==> src/rtl/lsu_pkg.sv <==
// rtl/lsu_pkg.sv - shared state encodings, funct3 codes and size decode for the LSU
package lsu_pkg;

    typedef logic [1:0] lsu_state_t;

    localparam lsu_state_t ST_IDLE = 2'd0;
    localparam lsu_state_t ST_REQ  = 2'd1;
    localparam lsu_state_t ST_WAIT = 2'd2;
    localparam lsu_state_t ST_DONE = 2'd3;

    localparam logic [2:0] LB  = 3'b000;
    localparam logic [2:0] LH  = 3'b001;
    localparam logic [2:0] LW  = 3'b010;
    localparam logic [2:0] LD  = 3'b011;
    localparam logic [2:0] LBU = 3'b100;
    localparam logic [2:0] LHU = 3'b101;
    localparam logic [2:0] LWU = 3'b110;
    localparam logic [2:0] SB  = 3'b000;
    localparam logic [2:0] SH  = 3'b001;
    localparam logic [2:0] SW  = 3'b010;
    localparam logic [2:0] SD  = 3'b011;

    // Byte-enable pattern for an access of 2**sz bytes at lane 0
    function automatic logic [7:0] size_be(input logic [1:0] sz);
        case (sz)
            2'b00:   return 8'h01;
            2'b01:   return 8'h03;
            2'b10:   return 8'h0F;
            default: return 8'hFF;
        endcase
    endfunction

    // Offset bits that must be zero for a naturally aligned access
    function automatic logic [2:0] size_off_mask(input logic [1:0] sz);
        case (sz)
            2'b00:   return 3'b000;
            2'b01:   return 3'b001;
            2'b10:   return 3'b011;
            default: return 3'b111;
        endcase
    endfunction

endpackage

==> src/rtl/lsu_align.sv <==
// rtl/lsu_align.sv - lane steering, misalignment check and load extension
module lsu_align
    import lsu_pkg::*;
#(
    parameter int XLEN = 32
) (
    input  logic [2:0]               funct3_i,
    input  logic                     we_i,
    input  logic [$clog2(XLEN/8)-1:0] off_i,
    input  logic [XLEN-1:0]          wdata_i,
    output logic [XLEN/8-1:0]        be_o,
    output logic [XLEN-1:0]          wdata_o,
    output logic                     bad_o,
    input  logic [2:0]               ld_funct3_i,
    input  logic [$clog2(XLEN/8)-1:0] ld_off_i,
    input  logic [XLEN-1:0]          rdata_i,
    output logic [XLEN-1:0]          ldata_o
);

    localparam int   BW   = XLEN / 8;
    localparam logic IS32 = (XLEN == 32);

    logic            illegal;
    logic            misaligned;
    logic [XLEN-1:0] field;
    logic [XLEN-1:0] keep;
    logic            msb;

    assign illegal    = (funct3_i == 3'b111)
                      | (IS32 & ((funct3_i[1:0] == 2'b11) | (funct3_i == LWU) | (we_i & funct3_i[2])));
    assign misaligned = (3'(off_i) & size_off_mask(funct3_i[1:0])) != 3'b000;
    assign bad_o      = illegal | misaligned;

    assign be_o    = BW'(size_be(funct3_i[1:0])) << off_i;
    assign wdata_o = wdata_i << {off_i, 3'b000};

    assign field = rdata_i >> {ld_off_i, 3'b000};

    always_comb begin
        msb  = field[XLEN-1];
        keep = '1;
        case (ld_funct3_i[1:0])
            2'b00: begin msb = field[7];  keep = XLEN'(8'hFF);         end
            2'b01: begin msb = field[15]; keep = XLEN'(16'hFFFF);      end
            2'b10: begin msb = field[31]; keep = XLEN'(32'hFFFF_FFFF); end
            default: ;
        endcase
        ldata_o = (field & keep) | ({XLEN{msb & ~ld_funct3_i[2]}} & ~keep);
    end

endmodule

==> src/rtl/lsu_stall.sv <==
// rtl/lsu_stall.sv - M-stage load/store unit with bus handshake, pipeline stall and timeout
module lsu_stall
    import lsu_pkg::*;
#(
    parameter int XLEN     = 32,
    parameter int AW       = 32,
    parameter int MAX_WAIT = 255
) (
    input  logic                clk,
    input  logic                reset,
    input  logic                MemReqM,
    input  logic                MemWriteM,
    input  logic [2:0]          Funct3M,
    input  logic [AW-1:0]       ALUResultM,
    input  logic [XLEN-1:0]     WriteDataM,
    output logic                StallM,
    output logic [XLEN-1:0]     LoadDataM,
    output logic                MisalignM,
    output logic                BusErr,
    output logic                bus_req,
    output logic                bus_we,
    output logic [AW-1:0]       bus_addr,
    output logic [XLEN/8-1:0]   bus_be,
    output logic [XLEN-1:0]     bus_wdata,
    input  logic                bus_gnt,
    input  logic                bus_rvalid,
    input  logic [XLEN-1:0]     bus_rdata
);

    localparam int BW = XLEN / 8;
    localparam int OW = $clog2(BW);
    localparam int CW = $clog2(MAX_WAIT + 1);

    lsu_state_t      state_q, state_d;
    logic [AW-1:0]   addr_q, addr_d;
    logic            we_q, we_d;
    logic [BW-1:0]   be_q, be_d;
    logic [XLEN-1:0] wdata_q, wdata_d;
    logic [2:0]      funct3_q, funct3_d;
    logic [OW-1:0]   off_q, off_d;
    logic [CW-1:0]   cnt_q, cnt_d;
    logic [XLEN-1:0] ldata_q, ldata_d;
    logic            buserr_q, buserr_d;

    logic [BW-1:0]   be_new;
    logic [XLEN-1:0] wdata_new;
    logic [XLEN-1:0] ld_ext;
    logic            bad;
    logic            start;
    logic            timeout;

    lsu_align #(.XLEN(XLEN)) u_align (
        .funct3_i    (Funct3M),
        .we_i        (MemWriteM),
        .off_i       (ALUResultM[OW-1:0]),
        .wdata_i     (WriteDataM),
        .be_o        (be_new),
        .wdata_o     (wdata_new),
        .bad_o       (bad),
        .ld_funct3_i (funct3_q),
        .ld_off_i    (off_q),
        .rdata_i     (bus_rdata),
        .ldata_o     (ld_ext)
    );

    // Combinational outputs are gated by reset so they read 0 while it is held
    assign start     = (state_q == ST_IDLE) & MemReqM & ~bad;
    assign MisalignM = reset & MemReqM & bad;
    assign StallM    = reset & (start | (state_q == ST_REQ) | (state_q == ST_WAIT));
    assign timeout   = (cnt_q + CW'(1)) == CW'(MAX_WAIT);

    assign bus_req   = (state_q == ST_REQ);
    assign bus_we    = we_q;
    assign bus_addr  = addr_q;
    assign bus_be    = be_q;
    assign bus_wdata = wdata_q;
    assign LoadDataM = ldata_q;
    assign BusErr    = buserr_q;

    always_comb begin
        state_d  = state_q;
        addr_d   = addr_q;
        we_d     = we_q;
        be_d     = be_q;
        wdata_d  = wdata_q;
        funct3_d = funct3_q;
        off_d    = off_q;
        cnt_d    = cnt_q;
        ldata_d  = ldata_q;
        buserr_d = buserr_q;
        case (state_q)
            ST_IDLE: begin
                if (start) begin
                    addr_d   = {ALUResultM[AW-1:OW], {OW{1'b0}}};
                    we_d     = MemWriteM;
                    be_d     = be_new;
                    wdata_d  = wdata_new;
                    funct3_d = Funct3M;
                    off_d    = ALUResultM[OW-1:0];
                    cnt_d    = '0;
                    state_d  = ST_REQ;
                end
            end
            ST_REQ: begin
                cnt_d = cnt_q + CW'(1);
                if (bus_gnt && bus_rvalid) begin
                    ldata_d = we_q ? '0 : ld_ext;
                    state_d = ST_DONE;
                end else if (timeout) begin
                    ldata_d  = '0;
                    buserr_d = 1'b1;
                    state_d  = ST_DONE;
                end else if (bus_gnt) begin
                    state_d = ST_WAIT;
                end
            end
            ST_WAIT: begin
                cnt_d = cnt_q + CW'(1);
                if (bus_rvalid) begin
                    ldata_d = we_q ? '0 : ld_ext;
                    state_d = ST_DONE;
                end else if (timeout) begin
                    ldata_d  = '0;
                    buserr_d = 1'b1;
                    state_d  = ST_DONE;
                end
            end
            default: state_d = ST_IDLE;
        endcase
    end

    always_ff @(posedge clk or negedge reset) begin
        if (!reset) begin
            state_q  <= ST_IDLE;
            addr_q   <= '0;
            we_q     <= 1'b0;
            be_q     <= '0;
            wdata_q  <= '0;
            funct3_q <= '0;
            off_q    <= '0;
            cnt_q    <= '0;
            ldata_q  <= '0;
            buserr_q <= 1'b0;
        end else begin
            state_q  <= state_d;
            addr_q   <= addr_d;
            we_q     <= we_d;
            be_q     <= be_d;
            wdata_q  <= wdata_d;
            funct3_q <= funct3_d;
            off_q    <= off_d;
            cnt_q    <= cnt_d;
            ldata_q  <= ldata_d;
            buserr_q <= buserr_d;
        end
    end

endmodule

==> config.mk <==
export PLATFORM = sky130hd
export DESIGN_NAME = lsu_stall
export DESIGN_NICKNAME = d
export VERILOG_FILES = /design/src/rtl/lsu_pkg.sv /design/src/rtl/lsu_align.sv /design/src/rtl/lsu_stall.sv
export SDC_FILE = /design/constraint.sdc
export NUM_CORES = 1
export LEC_CHECK = 0
export BUFFER_PORTS_ARGS = -buffer_cell sky130_fd_sc_hd__buf_2
export CORE_MARGIN = 3
export CORE_UTILIZATION = 50
export DETAILED_ROUTE_END_ITERATION = 7
export PLACE_DENSITY = 0.9
export SYNTH_ARGS = -nofsm -noshare
export SYNTH_HDL_FRONTEND = slang
export SYNTH_SLANG_ARGS = --single-unit
==> constraint.sdc <==
create_clock -name clk -period 2.71 [get_ports clk]
set_input_delay 0.271 -clock clk [delete_from_list [all_inputs] [get_ports clk]]
set_output_delay 0.271 -clock clk [all_outputs]
set_load 0.02 [all_outputs]
### Word level (Yosys, flattened, before mapping)

Cells that the tools add are included.

| cells by class | value |
|---|---|
| add/subtract/negate cells | 1 |
| equal/unequal tests | 14 |
| shift-type cells | 3 |
| muxes and demuxes | 22 |
| bitwise logic cells | 20 |
| reductions and logical operators | 12 |

Operators by type and width:

| cell | number |
|---|---|
| $mux W32 | 4 |
| $pmux W32 S2 | 2 |
| $and A32 B32 Y32 | 2 |
| $not A32 Y32 | 1 |
| $or A32 B32 Y32 | 1 |
| $shl A32 B5 Y32 | 1 |
| $shr A32 B5 Y32 | 1 |
| $pmux W8 S2 | 1 |
| $mux W2 | 6 |
| $pmux W4 S3 | 1 |
| $pmux W3 S3 | 1 |
| $add A8 B1 Y8 const B | 1 |
| $eq A8 B8 Y1 const B | 1 |
| $mux W8 | 1 |
| $and A1 B1 Y1 | 7 |
| $eq A2 B1 Y1 const B | 3 |
| $eq A2 B2 Y1 const B | 3 |
| $eq A3 B3 Y1 const B | 2 |
| $logic_not A2 Y1 | 3 |
| $ne A2 B2 Y1 const B | 3 |
| $or A1 B1 Y1 | 6 |
| $pmux W2 S3 | 1 |
| $reduce_and A3 Y1 | 2 |
| $ne A4 B1 Y1 const B | 1 |
| other kinds (11) | 17 |

| storage, ports and cells | value |
|---|---|
| bits in registers | 115 |
| bits of input ports | 105 |
| output and inout bits | 105 |
| logic and storage cells | 82 |

### Longest topological paths before layout

| logic depth | value |
|---|---|
| word-level depth | 10 |
| gate-level depth with buffers | 9 |
| gate-level depth less buffers | 7 |

### Hierarchy

From an unflattened synthesis, not the netlist that was laid out.

| unflattened totals | value |
|---|---|
| cells, all modules | 544 |
| area total of the unflattened synthesis | 6,028.3 µm² |

Modules (own cells, without submodules):

| module | instances | cells each | area each (µm²) | sequential area each (µm²) |
|---|---|---|---|---|
| lsu_stall | 1 | 331 | 4,699.5 | 2,877.8 |
| lsu_align | 1 | 213 | 1,328.8 | 0.0 |

### Least setup slack after synthesis

OpenSTA, ideal clock, no wires.

| timing path | value |
|---|---|
| path type | register -> register |
| start point | register state_q[0] |
| end point | register ldata_q[30] (netlist: LoadDataM[30]) |
| library setup time | 0.076 ns |
| arrival | 2.067 ns |
| required time | 2.634 ns |
| setup slack | 0.566 ns |
| stages on the path, launching flop included | 9 |
| path buffers | 1 |
| clock period less this slack | 2.144 ns |
| cells stage by stage | dfrtp_1 inv_1 ha_1 inv_2 or3_1 a2111oi_4 buf_4 a221oi_1 o21ai_1 |

| on the way | value |
|---|---|
| word-level cells in the longest chain between the ends | 2 |

RTL lines:

| item | line | source |
|---|---|---|
| start: declaration | lsu_stall.sv:34 | `lsu_state_t state_q, state_d;` |
| start signal: assignment | lsu_stall.sv:145 | `state_q <= state_d;` |
| $eq A2 B2 Y1 / $eq A2 B1 Y1 (equally long branches) | lsu_stall.sv:91 | `case (state_q)` |
| $pmux W32 S2 / $reduce_bool A2 Y1 (equally long branches) | n/a |  |
| end signal: assignment | lsu_stall.sv:153 | `ldata_q <= ldata_d;` |
| end: declaration | lsu_stall.sv:42 | `logic [XLEN-1:0] ldata_q, ldata_d;` |

Several ways; a longest one is shown, not always the timed one.
A chain may end at the register's enable or synchronous reset.

### Worst setup path in the final report

| timing path | value |
|---|---|
| start point | register state_q[1] |
| end point | register ldata_q[10] (netlist: LoadDataM[10]) |

Same word-level chain as after synthesis.

==> out/results.ini <==
[pwr]
power.density_nw_per_um2=1250
pwr-share-clk=0.223
leakagePower_nw=3.80
p_comb_frac=0.463
p_seq_frac=0.314
intPower_mw=5.57
netSwitchingPower_mw=4.07
sw_frac_of_total=0.422
vdd_drop_max_v=0.000704

[global_routing]
grt_max_degree=116
grt_first_pass_wirelength_mm=26.5
grt_usage=0.252
grt_remaining_overflow=0
grt_pass1_vias=5350
antenna_found_initial=0

[timing]
worst_pin_slew_ns=0.682
slew_headroom=0.539
setup_viol=0
post-route-min-period_ns=2.27
finalSetupTns_ns=0
final.setup_skew_ns=0.00592
rsz0062_at_grt=false
period_share=0.837
layout_setup_ws_ns=0.441
final-hold-violation-count=0
max_freq_mhz=441
final_max_slew_viol_count=0

[synthesis]
netlist-cell-type-count=53
syn_area_per_cell_um2=9.94
ys_seq_area_frac=0.482
yosys_warnings=0
netlist_instances=601
async_flop_share=1.00
ys_ff_latch=115
synth-edff-count=0
synth_flop_cell=dfrtp_1
netlist_area_um2=5970

[place]
post-dp-hpwl_mm=11.8
portBuffers=207
dp_slack_ns=0.491
gp_congestion=0.895

[die]
pin_count=210
initial_core_util=0.516
die_h_um=115
placementRows=39
die_width_um=115
core_area_um2=11600
die-area_um2=13300

[finish]
drive_gt1_frac=0.375
syn_to_final_growth_pct=29.1
n_antenna_cell=0
nets=913
fillCellCount=910

[worst_setup_path]
slowest_delay_ns=0.44
critPathArrivalTime_ns=2.58
path_class=reg2reg
crit_path_top_delay_cell=or3_1
cp-end-kind=register
required_ns=3.03
worst-path-buf-inv=3
cpLargestDelayFamily=simple AND/OR/NAND/NOR gates
path_cells=inv_1, ha_1, inv_2, or3_1, buf_4, nor2_1, nand2_1, o221ai_1
cp_max_fo=10
cp-start-kind=register

[clock_network]
clk_pin_slew_ns=0.05
cts_tree=yes
cts_htree_levels=4
cts.path.max_buffers=2
cts_setup_buffers=0
cts_buffers=17
clk_latency_ns=0.41
cts_root_buffer=clkbuf_16
cts_sinks=115

[min_path]
hold_path_class=in2reg

[drt]
drt_iter0_drc=523
drt_pass1_iterations=6
via_count=5496
wl_per_cell_um=17.4
ant_nets=0
post-route-drc-count=0
totalWireLength_mm=16.6
vias_per_cell=5.75

[job]
maxCapViolCount=0

[outcome]
status=finished, final reports clean

-- worst reg2reg max path: stages, from the launching register on --
cell	delay (ns)
dfrtp_1	0.40
inv_1	0.10
ha_1	0.33
inv_2	0.09
or3_1	0.44
buf_4	0.20
nor2_1	0.38
nand2_1	0.13
o221ai_1	0.11
-- sequential cells by signal, summed over array words and instances (netlist names) --
signal,count
bus_addr,30
bus_we,1
off_q,2
bus_wdata,32
bus_be,4
funct3_q,3
state_q,2
BusErr,1
LoadDataM,32
cnt_q,8
-- synth_stat cells (all sizes together) (17+ instances only) --
library cell  instances  area [µm²]
nor2                 32         128
buf                  17        95.1
mux2                 45         507
mux2i                34         340
a21oi                34         170
dfrtp               115        2880
nor2b                17         106
clkbuf               23        87.6
o21ai                63         315
nand2                59         224
a211oi               24         180
inv                  44         165
-- power by group through the flow --
stage | clock [mW] | combinational [mW] | sequential, mW
after floorplan | 0 | 2.17 | 3.80
after CTS | 2.18 | 4.45 | 3.02
after global routing | 2.26 | 4.88 | 3.13
final | 2.15 | 4.46 | 3.03
after global placement | 0 | 4.29 | 2.97
after detailed placement | 0 | 4.43 | 3.02
-- stage by stage --
stage / instance area [µm²] / cells / power, mW / hold WS (ns) / utilization
3_3_place_gp: 7130 / 925 / 7.26 / 0.441 / 0.617
6_report: 7710 / 956 / 9.63 / 0.0865 / 0.667
3_5_place_dp: 7130 / 925 / 7.45 / 0.436 / 0.617
2_1_floorplan: 5980 / 602 / 5.97 / -0.0246 / -
4_1_cts: 7710 / 956 / 9.65 / 0.0680 / 0.667
5_1_grt: 7710 / 956 / 10.3 / 0.0836 / 0.667
-- worst paths after layout --
path / start / end / slack [ns] / depth (start not counted)
worst max register to register: state_q[1] / LoadDataM[10] / 0.44 / 8
worst max-delay path: state_q[1] / LoadDataM[10] / 0.44 / 8
min in group asynchronous: reset / cnt_q[1] / 0.47 / 3
max in group asynchronous: reset / bus_addr[31] / 1.70 / 3
worst min register to register: bus_wdata[2] / bus_wdata[2] / 0.47 / 2
worst min-delay path: ALUResultM[25] / bus_addr[25] / 0.09 / 2
-- metal layers --
metal	track usage	up-vias	wire, µm
met5	0	-	0
met2	0.421	314	8100
li1	-	2542	-
met4	0.110	0	557
met1	0.304	2583	6470
met3	0.0742	57	1470
-- cells in the final DEF, fill, tap and decap left out, types with 17 or more instances in the layout --
master       n
nand2_1     58
dfrtp_1    115
mux2_2      45
buf_2      206
a21oi_1     34
mux2i_1     34
o21ai_0     51
a211oi_1    24
inv_1       43
nor2b_1     17
nor2_1      31
clkbuf_16   17
-- what timing repair did --
action	4_1_cts	5_1_grt
setup endpoints to repair	0	0
hold endpoints to repair	33	0
resized for setup	0	0
hold buffers	1	0
-- cell type report --
class,instances,area (µm²),area share
clock inverter,11,113,0.0146
clock buffer,19,453,0.0588
inverter,44,165,0.0214
timing repair buffer,221,1160,0.150
sequential,115,2880,0.373
tap,143,179,0.0232
multi-input combinational,403,2760,0.358
-- cells by family (layout without fill, tap and decap cells) --
group | count (synthesis) | in the layout | share of synthesized area
multiplexers | 80 | 80 | 0.146
other | 1 | 2 | 0.000628
XOR/XNOR | 1 | 1 | 0.00147
AND/OR/NAND/NOR | 133 | 133 | 0.104
adder cells (fa/ha/maj) | 6 | 6 | 0.0126
buffers and inverters | 84 | 295 | 0.0582
flip-flops | 115 | 115 | 0.482
AO/OA/AOI/OAI | 181 | 181 | 0.196
Power figures use the tool's default switching activity.
